<file path="config.mk">
export PLATFORM = sky130hd
export DESIGN_NAME = pd_readout_arb
export DESIGN_NICKNAME = d
export VERILOG_FILES = /design/src/rtl/pd_readout_arb.sv
export SDC_FILE = /design/constraint.sdc
export NUM_CORES = 1
export LEC_CHECK = 0
export BUFFER_PORTS_ARGS = -buffer_cell sky130_fd_sc_hd__buf_2
export CELL_PAD_IN_SITES_DETAIL_PLACEMENT = 0
export CELL_PAD_IN_SITES_GLOBAL_PLACEMENT = 1
export CORE_MARGIN = 3
export CORE_UTILIZATION = 37
export CTS_CLUSTER_SIZE = 40
export DETAILED_ROUTE_END_ITERATION = 8
export GPL_TIMING_DRIVEN = 0
export PLACE_DENSITY = 0.87
export SYNTH_ARGS = -nofsm -noshare
export SYNTH_HDL_FRONTEND = slang
export SYNTH_SLANG_ARGS = --single-unit
</file>
<file path="constraint.sdc">
create_clock -name clk -period 9.7 [get_ports clk]
set_input_delay 1.94 -clock clk [delete_from_list [all_inputs] [get_ports clk]]
set_output_delay 1.94 -clock clk [all_outputs]
set_load 0.02 [all_outputs]
</file>
<file path="src/rtl/pd_readout_arb.sv">
// Round-robin readout scheduler: pops one peak per grant from N_CH peak detectors.
// Optional grant timestamp when PD_ARB_TIMESTAMP_EN is defined.
module pd_readout_arb #(
    parameter int N_CH    = 4,
    parameter int WD      = 24,
    parameter int CH_W    = 2,
`ifdef PD_ARB_TIMESTAMP_EN
    parameter int TS_W    = 32,
`endif
    parameter int STALL_W = 16
) (
    input  logic                   clk,
    input  logic                   rst_n,
    input  logic [N_CH-1:0]        ch_valid,
    input  logic [N_CH*WD-1:0]     ch_peak,
    output logic [N_CH-1:0]        ch_read_shift,
    output logic                   out_valid,
    input  logic                   out_ready,
    output logic signed [WD-1:0]   out_peak,
    output logic [CH_W-1:0]        out_ch,
`ifdef PD_ARB_TIMESTAMP_EN
    output logic [TS_W-1:0]        out_ts,
`endif
    output logic [STALL_W-1:0]     stall_cnt
);

    typedef enum logic {IDLE, HOLD} state_e;

    state_e                state_q, state_d;
    logic [CH_W-1:0]       rr_ptr_q, rr_ptr_d;
    logic                  out_valid_q, out_valid_d;
    logic signed [WD-1:0]  out_peak_q, out_peak_d;
    logic [CH_W-1:0]       out_ch_q, out_ch_d;
    logic [STALL_W-1:0]    stall_cnt_q, stall_cnt_d;
`ifdef PD_ARB_TIMESTAMP_EN
    logic [TS_W-1:0]       ts_q, ts_d;
    logic [TS_W-1:0]       out_ts_q, out_ts_d;
`endif

    logic                  gnt_found;
    logic [CH_W-1:0]       gnt_ch;
    logic [N_CH-1:0]       gnt_oh;
    int                    idx;

    // Scan rr_ptr, rr_ptr+1, ... with explicit wrap so any N_CH works.
    always_comb begin
        gnt_found = 1'b0;
        gnt_ch    = '0;
        gnt_oh    = '0;
        idx       = 0;
        for (int k = 0; k < N_CH; k++) begin
            idx = int'(rr_ptr_q) + k;
            if (idx >= N_CH) idx = idx - N_CH;
            if (!gnt_found && ch_valid[idx]) begin
                gnt_found   = 1'b1;
                gnt_ch      = CH_W'(idx);
                gnt_oh[idx] = 1'b1;
            end
        end
    end

    // Pop the grant and flush empty heads; nothing moves while holding or in reset.
    always_comb begin
        if (rst_n && state_q == IDLE)
            ch_read_shift = ~ch_valid | gnt_oh;
        else
            ch_read_shift = '0;
    end

    always_comb begin
        state_d     = state_q;
        rr_ptr_d    = rr_ptr_q;
        out_valid_d = out_valid_q;
        out_peak_d  = out_peak_q;
        out_ch_d    = out_ch_q;
        stall_cnt_d = stall_cnt_q;
`ifdef PD_ARB_TIMESTAMP_EN
        ts_d        = ts_q + TS_W'(1);
        out_ts_d    = out_ts_q;
`endif
        unique case (state_q)
            IDLE: begin
                if (gnt_found) begin
                    out_peak_d  = ch_peak[int'(gnt_ch)*WD +: WD];
                    out_ch_d    = gnt_ch;
                    out_valid_d = 1'b1;
                    state_d     = HOLD;
`ifdef PD_ARB_TIMESTAMP_EN
                    out_ts_d    = ts_q;
`endif
                end
            end
            HOLD: begin
                if (out_ready) begin
                    out_valid_d = 1'b0;
                    state_d     = IDLE;
                    if (out_ch_q == CH_W'(N_CH - 1))
                        rr_ptr_d = '0;
                    else
                        rr_ptr_d = out_ch_q + CH_W'(1);
                end else if (stall_cnt_q != '1) begin
                    stall_cnt_d = stall_cnt_q + STALL_W'(1);
                end
            end
            default: state_d = IDLE;
        endcase
    end

    always_ff @(posedge clk) begin
        if (!rst_n) begin
            state_q     <= IDLE;
            rr_ptr_q    <= '0;
            out_valid_q <= 1'b0;
            out_peak_q  <= '0;
            out_ch_q    <= '0;
            stall_cnt_q <= '0;
`ifdef PD_ARB_TIMESTAMP_EN
            ts_q        <= '0;
            out_ts_q    <= '0;
`endif
        end else begin
            state_q     <= state_d;
            rr_ptr_q    <= rr_ptr_d;
            out_valid_q <= out_valid_d;
            out_peak_q  <= out_peak_d;
            out_ch_q    <= out_ch_d;
            stall_cnt_q <= stall_cnt_d;
`ifdef PD_ARB_TIMESTAMP_EN
            ts_q        <= ts_d;
            out_ts_q    <= out_ts_d;
`endif
        end
    end

    assign out_valid = out_valid_q;
    assign out_peak  = out_peak_q;
    assign out_ch    = out_ch_q;
    assign stall_cnt = stall_cnt_q;
`ifdef PD_ARB_TIMESTAMP_EN
    assign out_ts    = out_ts_q;
`endif

endmodule

</file>
# Yosys cells after proc, flatten, opt, wreduce, memory -nomap -nowiden
# Index checks and enable logic that the tools add are counted.
dict set report classes {
  addsub 9
  mul 1
  magnitude_cmp 12
  eq_ne 4
  shift 1
  mux 44
  bitwise_logic 7
  n_reduce_logical 15
}
# op n
set op_table {}
lappend op_table {{32-bit by 1-bit greater-or-equal comparator with 1-bit output (second input constant)} 4}
lappend op_table {{32-bit by 4-bit less-than comparator with 1-bit output (second input constant)} 4}
lappend op_table {{32-bit two-way mux} 4}
lappend op_table {{96-bit by 8-bit indexed part select with 24-bit output} 1}
lappend op_table {{1-bit two-way mux} 20}
lappend op_table {{4-bit two-way mux} 5}
lappend op_table {{16-bit by 1-bit adder with 16-bit output (second input constant)} 1}
lappend op_table {{16-bit inequality test (second input constant)} 1}
lappend op_table {{4-bit OR} 4}
lappend op_table {{3-bit by 3-bit subtractor with 4-bit output (second input constant)} 3}
lappend op_table {{2-bit two-way mux} 5}
lappend op_table {{3-bit greater-or-equal comparator (second input constant)} 3}
lappend op_table {{1-bit binary-select mux with 2-bit select} 4}
lappend op_table {{1-bit demux with 2-bit select} 4}
lappend op_table {{1-bit logical AND} 8}
lappend op_table {{2-bit by 2-bit adder with 3-bit output (second input constant)} 2}
lappend op_table {{2-bit AND reduction} 3}
lappend op_table {{2-bit by 2-bit multiplier with 4-bit output (second input constant)} 1}
lappend op_table {{2-bit inequality test (second input constant)} 2}
lappend op_table {{4-bit inverter} 1}
lappend op_table {{1-bit one-hot mux with 2 select lines} 2}
lappend op_table {{2-bit by 3-bit subtractor with 4-bit output (second input constant)} 1}
lappend op_table {{2-bit by 1-bit adder with 3-bit output (second input constant)} 1}
lappend op_table {{2-bit by 3-bit greater-or-equal comparator with 1-bit output (second input constant)} 1}
lappend op_table {{5 further kinds} 8}
dict set report word_totals {
  regBits 46
  input_bits 103
  word_cells 99
}

# Logic depth before layout (Yosys ltp)
# Gate-level depths: netlist (run 1).
dict set report depth {
  depth_word 17
  mapped_depth 11
}

# Worst setup path before layout (run 1)
# No wires, ideal clock.
dict set report synth_timing {
  path_type {input-to-output}
  from {input ch_valid[1]}
  to {output ch_read_shift[2]}
  arrival_ps 3911
  slack_ps 3849
  path_stages 7
  n_path_buf 2
  path_cell_list {clkbuf_1 mux4_2 nor2b_1 clkbuf_1 a221o_1 o21ai_0 a31oi_1}
}
dict set report synth_between {
  elab_chain_len 15
}
# item line_no
set synth_lines {}
lappend synth_lines {{start, declared} 14} ;# input logic [N_CH-1:0] ch_valid,
lappend synth_lines {{1-bit binary-select mux with 2-bit select} 54} ;# if (!gnt_found && ch_valid[idx]) begin
lappend synth_lines {{1-bit two-way mux (not written as such) (2 in series)} 54}
lappend synth_lines {{1-bit two-way mux} 54}
lappend synth_lines {{1-bit logical NOT} 54}
lappend synth_lines {{1-bit logical AND} 54}
lappend synth_lines {{1-bit two-way mux} 54}
lappend synth_lines {{1-bit logical NOT} 54}
lappend synth_lines {{1-bit logical AND} 54}
lappend synth_lines {{1-bit two-way mux} 54}
lappend synth_lines {{1-bit logical NOT} 54}
lappend synth_lines {{1-bit logical AND} 54}
lappend synth_lines {{4-bit two-way mux (*)} 54}
lappend synth_lines {{4-bit OR (*)} 65} ;# ch_read_shift = ~ch_valid | gnt_oh;
lappend synth_lines {{4-bit two-way mux (*)} 64} ;# if (rst_n && state_q == IDLE)
lappend synth_lines {{end, declared} 16} ;# output logic [N_CH-1:0] ch_read_shift,
# Mark *: on every way between the ends. The rest lies on a longest branch, timed or not. The select of a mux whose other input is x is not followed.

# Final worst setup path (run 1)
# Same ends and word-level chain as after synthesis.

==> metrics, run 1 <==
compound-cell area share of the yosys netlist 26.5%; ys flop type dfxtp_1; fill count 890; Antenna Nets Post-Route 0; critical-path cell list buf_2 > clkbuf_1 > mux4_2 > nor2b_1 > clkbuf_1 > a221o_1 > o21ai_0 > a31oi_1 > buf_2; die area 10500 sq um; RSZ-0062 raised after global routing false; via/cell ratio 5.68; syn nets 524; multiplexer share of the synthesized area 14.3%; Root Driver clkbuf_8; WL met1 4720 um; grt ovf 0; DP HPWL 8550 um; setup TNS 0 ps; Ys Warns 0; share of the synthesized area in the top cell type 26.8%; Fin Clk Skew 5.43 ps; register area 921 sq um; Avg Cell Area, Syn 8.36 sq um; CTS tree built; P&R area growth vs syn 28.6%; Async S/R FF share, synth 0%; fin crit period 6300 ps; DRC violation count after routing 0; status completed; leakage power 0.00190 uW; Post CTS Setup Buffer Count 0; DP Area 4310 sq um; Crit path max-delay family buffers and inverters; Die H 102 um; diodes inserted 0; cts bufs inserted 5; Pwr per Cell Area 136 nW/um^2; top post-synthesis cells by area dfxtp_1 27%, mux2i_1 8.4%, o211ai_1 5.7%; hold_ws 463 ps; Worst Tran Pin Value 681 ps; Final Setup Violations 0; area occupied by multi-input gates 2320 sq um; Final WS setup 3400 ps; largest area contributor in the netlist dfxtp_1; All-Layer GR Usage 19.8%; VDD IR max 0.0000578 V; headroom to the max-slew limit 54.6%; initial core utilization 38.6%; initial antenna violation count 0; Clock H-tree levels 2; routed vias 3826; count of input and output buffers 147; deepest clock path buffer count 2; Buffers & Inverters on Critical Path 4; crit path launch type primary input; largest family of logic cells by synthesized area compound AO/OA/AOI/OAI gates; dpl ws 3390 ps; number of global-route vias before repair 3477; Crit Path Category primary input to primary output; Post-Syn Area 3440 sq um; pin count of the biggest net entering global routing 16; Rows 34; Critical Path RT 7760 ps; Hold WC Path Type flop to flop; Post-synth EDFFs 0; Synth Instances 411; most common cell in the netlist dfxtp_1; Highest Signal Layer met4; fraction of layout cells with a size suffix above 1 33.4%; CTS sink count 46; Final Max Tran Viols 0; Critical-path top delay cell mux4_2; flops & latches, synth 46; CP max FO 10; core area 8890 sq um; WL met3 674 um; routed length per placed instance 16.2 um; Clock transition at path regs 90 ps; first-pass GRT wire length 16900 um; hold buffers post-CTS 0; met2 WL 5420 um; register area share after synthesis 26.8%; post-synthesis adder-cell area fraction 3.64%; Design Area, Final 4420 sq um; Final Hold Fails 0; Final GP Congestion 0.924; Resized Gates After CTS 0; max cap viols 0; crit path DAT 4360 ps; boundary pin count 150; xor/xnor share of the synthesized area 3.82%; max incr delay on CP 610 ps; final net count 678; most frequent cells after synthesis 46 x dfxtp_1, 38 x nand2_1, 35 x nor2_1; fmax 159 MHz; Critical Path End Type primary output; iteration-0 DRC count of the detailed router 216; Yosys cell types 49; final core occ 49.7%; drt pass-1 iters 5; Post-Synth Simple-Gate Area 19.3%; WL final 10900 um; die width 102 um; clk_lat worst skew 300 ps; Tcrit/Tclk final 65.0%
## flip-flops by register name, summed over array words and instances (netlist names)
register   cells
rr_ptr_q       2
out_valid      1
out_ch         2
state_q        1
out_peak      24
stall_cnt     16
## per-layer routing
| layer | vias up | track usage, % |
|---|---|---|
| met4 | 0 | 4.34 |
| met1 | 1804 | 26.3 |
| met2 | 146 | 34.7 |
| met3 | 14 | 2.12 |
| li1 | 1862 | - |
| met5 | - | 0 |
## cell type report
| class | count | area share [%] |
|---|---|---|
| Buffer | 31 | 3.57 |
| Clock buffer | 5 | 1.56 |
| Clock inverter | 3 | 0.991 |
| Inverter | 9 | 0.764 |
| Multi-Input combinational cell | 325 | 52.6 |
| Sequential cell | 46 | 20.8 |
| Tap cell | 108 | 3.06 |
| Timing Repair Buffer | 147 | 16.6 |
## worst min-delay path, stage by stage (launching register included)
cell      delay (ps)
dfxtp_1          330
nand2_1           50
o221ai_1          50
## layout by cell type, fill, tap and decap left out, types with 2 or more instances in the layout
cell type / instances
a31oi_1: 16
xnor2_1: 11
o21a_1: 2
a21boi_0: 4
and2_1: 10
o211ai_1: 26
nor3_1: 10
and4_1: 4
mux2i_1: 29
a22oi_1: 10
xor2_1: 4
nor2_1: 35
clkbuf_1: 21
nand2_1: 38
nand2b_1: 4
buf_6: 4
buf_2: 150
and3_1: 6
o21ai_1: 3
a221o_1: 4
mux2_2: 10
a21oi_1: 3
o21ai_0: 17
clkbuf_8: 5
a221oi_1: 19
nand3_1: 15
mux4_2: 4
buf_4: 2
nor2b_1: 4
o221ai_1: 10
ha_1: 10
dfxtp_1: 46
a31o_2: 2
inv_1: 9
## per-stage QoR
stage / total power (uW) / std cells
6_report: 601 / 674
5_1_grt: 636 / 674
4_1_cts: 607 / 674
3_5_place_dp: 455 / 666
3_3_place_gp: 448 / 666
2_1_floorplan: 377 / 411
## final timing paths
path / from / end / slack (ps) / depth (start not counted)
max reg2reg: rr_ptr_q[0] / out_peak[14] / 6100 / 11
min reg2reg: out_peak[2] / out_peak[2] / 460 / 2
min: out_peak[2] / out_peak[2] / 460 / 2
max: ch_valid[1] / ch_read_shift[2] / 3400 / 9
## kinds of logic after synthesis
logic type               count (synthesis)
adder cells (fa/ha/maj)                 10
XOR/XNOR                                15
AO/OA/AOI/OAI                          122
AND/OR/NAND/NOR                        135
flip-flops                              46
buffers and inverters                   40
multiplexers                            43
## power by group
part	internal (uW)	total, uW	switching, uW
sequential	208	218	10.0
combinational	97.5	233	135
clock	77.4	150	72.8
total	382	601	218
(Power assumes the default switching activity.)
==> run 2: changes to the inputs <==
ABC_AREA = 1   (was unset)
CORE_UTILIZATION = 29   (was 37)
PLACE_DENSITY = 0.78   (was 0.87)
clock period = 5.28 ns   (was 9.7 ns; I/O delays follow)
==> metrics, run 2 <==
status completed; Synth Instances 594; register area share after synthesis 26.1%; most frequent cells after synthesis 174 x nand2_1, 103 x inv_1, 71 x nand3_1; Worst Tran Pin Value 539 ps; P&R area growth vs syn 30.4%; dpl cells 885; initial antenna violation count 0; Final Setup Violations 0; Die H 116 um; Async S/R FF share, synth 0%; diodes inserted 0; hold_ws 487 ps; Pwr per Cell Area 335 nW/um^2; Critical Path RT 4220 ps; via/cell ratio 4.77; total power 1540 uW; headroom to the max-slew limit 64.1%; Final GP Congestion 0.872; routed length per placed instance 13.7 um; max cap viols 0; Hold WC Path Type flop to flop; flops & latches, synth 46; commonest non-fill, non-tap cells in the layout 174 x nand2_1, 156 x buf_2, 103 x inv_1; pin count of the biggest net entering global routing 18; DP HPWL 9760 um; fill count 1294; Final Max Tran Viols 0; Crit Path Category flop to primary output; share of the synthesized area in the top cell type 26.1%; most common cell after layout, fill and taps aside nand2_1; All-Layer GR Usage 17.3%; boundary pin count 150; fraction of layout cells with a size suffix above 1 25.1%; Yosys cell types 32; CTS tree built; Tcrit/Tclk final 68.2%; Clock H-tree levels 2; Antenna Nets Post-Route 0; count of input and output buffers 148; WL final 12200 um; DRC violation count after routing 0; number of global-route vias before repair 3937; Root Driver clkbuf_16; core area 11700 sq um; drt pass-1 iters 5; Critical Path End Type primary output; Final WS setup 1680 ps; first-pass GRT wire length 19000 um; syn nets 707; clk_lat worst skew 290 ps; routed vias 4262; Clock transition at path regs 70 ps; max reg flops 24; initial core utilization 30.3%; fmax 278 MHz; Post CTS Setup Buffer Count 0; largest area contributor in the netlist dfxtp_1; top post-synthesis cells by area dfxtp_1 26%, nand2_1 18%, inv_1 11%; crit path DAT 2550 ps; dpl ws 1880 ps; die area 13500 sq um; Rows 39; CTS sink count 46; final net count 862; Ys Warns 0; Resized Gates After CTS 0; cts bufs inserted 5; Finished Layout Cells 893; most common cell in the netlist nand2_1; Post-Syn Area 3530 sq um; ys flop type dfxtp_1; crit path launch type flop; Post-synth EDFFs 0; Avg Cell Area, Syn 5.94 sq um; fin crit period 3600 ps; die width 116 um; grt ovf 0; VDD IR max 0.000155 V; deepest clock path buffer count 2; hold buffers post-CTS 0; iteration-0 DRC count of the detailed router 268; CP max FO 8; Final Hold Fails 0; setup TNS 0 ps; Fin Clk Skew 5.25 ps; RSZ-0062 raised after global routing false; leakage power 0.00263 uW
## run 2: changes by cell type after synthesis, moves of 10 or more
cell | before | now
nand2_1 | 38 | 174
a31oi_1 | 16 | 1
a221oi_1 | 19 | 0
nand4_1 | 1 | 47
a21oi_1 | 3 | 15
mux2_2 | 10 | 0
mux2i_1 | 29 | 0
nand3_1 | 15 | 71
o211ai_1 | 26 | 0
inv_1 | 9 | 103
and2_1 | 10 | 0
o221ai_1 | 10 | 0
## run 2: layout make-up
cell class | count | area [sq um] | share of cell area, %
clock inverter | 3 | 28.8 | 0.625
multi-input combinational | 414 | 2060 | 44.8
timing repair buffer | 148 | 741 | 16.1
inverter | 107 | 414 | 8.99
sequential | 46 | 921 | 20.0
buffer | 27 | 134 | 2.91
tap | 143 | 179 | 3.89
clock buffer | 5 | 125 | 2.72
## run 2: path summary, 6_finish.rpt
path               start          endpoint  slack [ps]  cells past startpoint
max          rr_ptr_q[1]  ch_read_shift[0]        1680                      9
min reg2reg    out_valid         out_valid         490                      2
max reg2reg  rr_ptr_q[1]      out_peak[18]        2520                     13
min            out_valid         out_valid         490                      2
## run 2: routing by layer
layer | GRT usage, % | vias up | routed length, um
met5 | 0 | - | 0
met1 | 23.7 | 1882 | 5770
met4 | 2.94 | 0 | 90
li1 | - | 2218 | -
met2 | 29.1 | 154 | 5570
met3 | 2.54 | 8 | 763
## run 2: worst max-delay path, stage by stage, from the launching register on
cell	delay (ps)
dfxtp_1	500
inv_1	240
ha_1	420
inv_1	90
nand3_1	80
nand2_1	90
nor2_1	260
a22oi_1	120
a41oi_1	230
buf_2	210
## run 2: cell families (layout without fill, tap and decap cells)
logic type	count (synthesis)	in the layout	share of synthesized area, %
and+or+nand+nor	362	362	47.9
buffers and inverters	134	290	15.5
DFF	46	46	26.1
AOI/OAI and AO/OA	40	40	6.48
adders and majority gates	10	10	3.54
xor gates and xnor gates	2	2	0.496
## run 2: power by group
part / switching [uW] / internal (uW) / total (uW)
clock network: 151 / 182 / 333
logic: 511 / 256 / 767
registers: 36.4 / 407 / 444
total: 698 / 845 / 1540
## run 2: stage by stage
stage | util [%] | cell area (sq um)
after global placement | 38.2 | 4450
final | 39.5 | 4600
after detailed placement | 38.2 | 4450
after CTS | 39.5 | 4600
after floorplan | - | 3530
after global routing | 39.5 | 4600
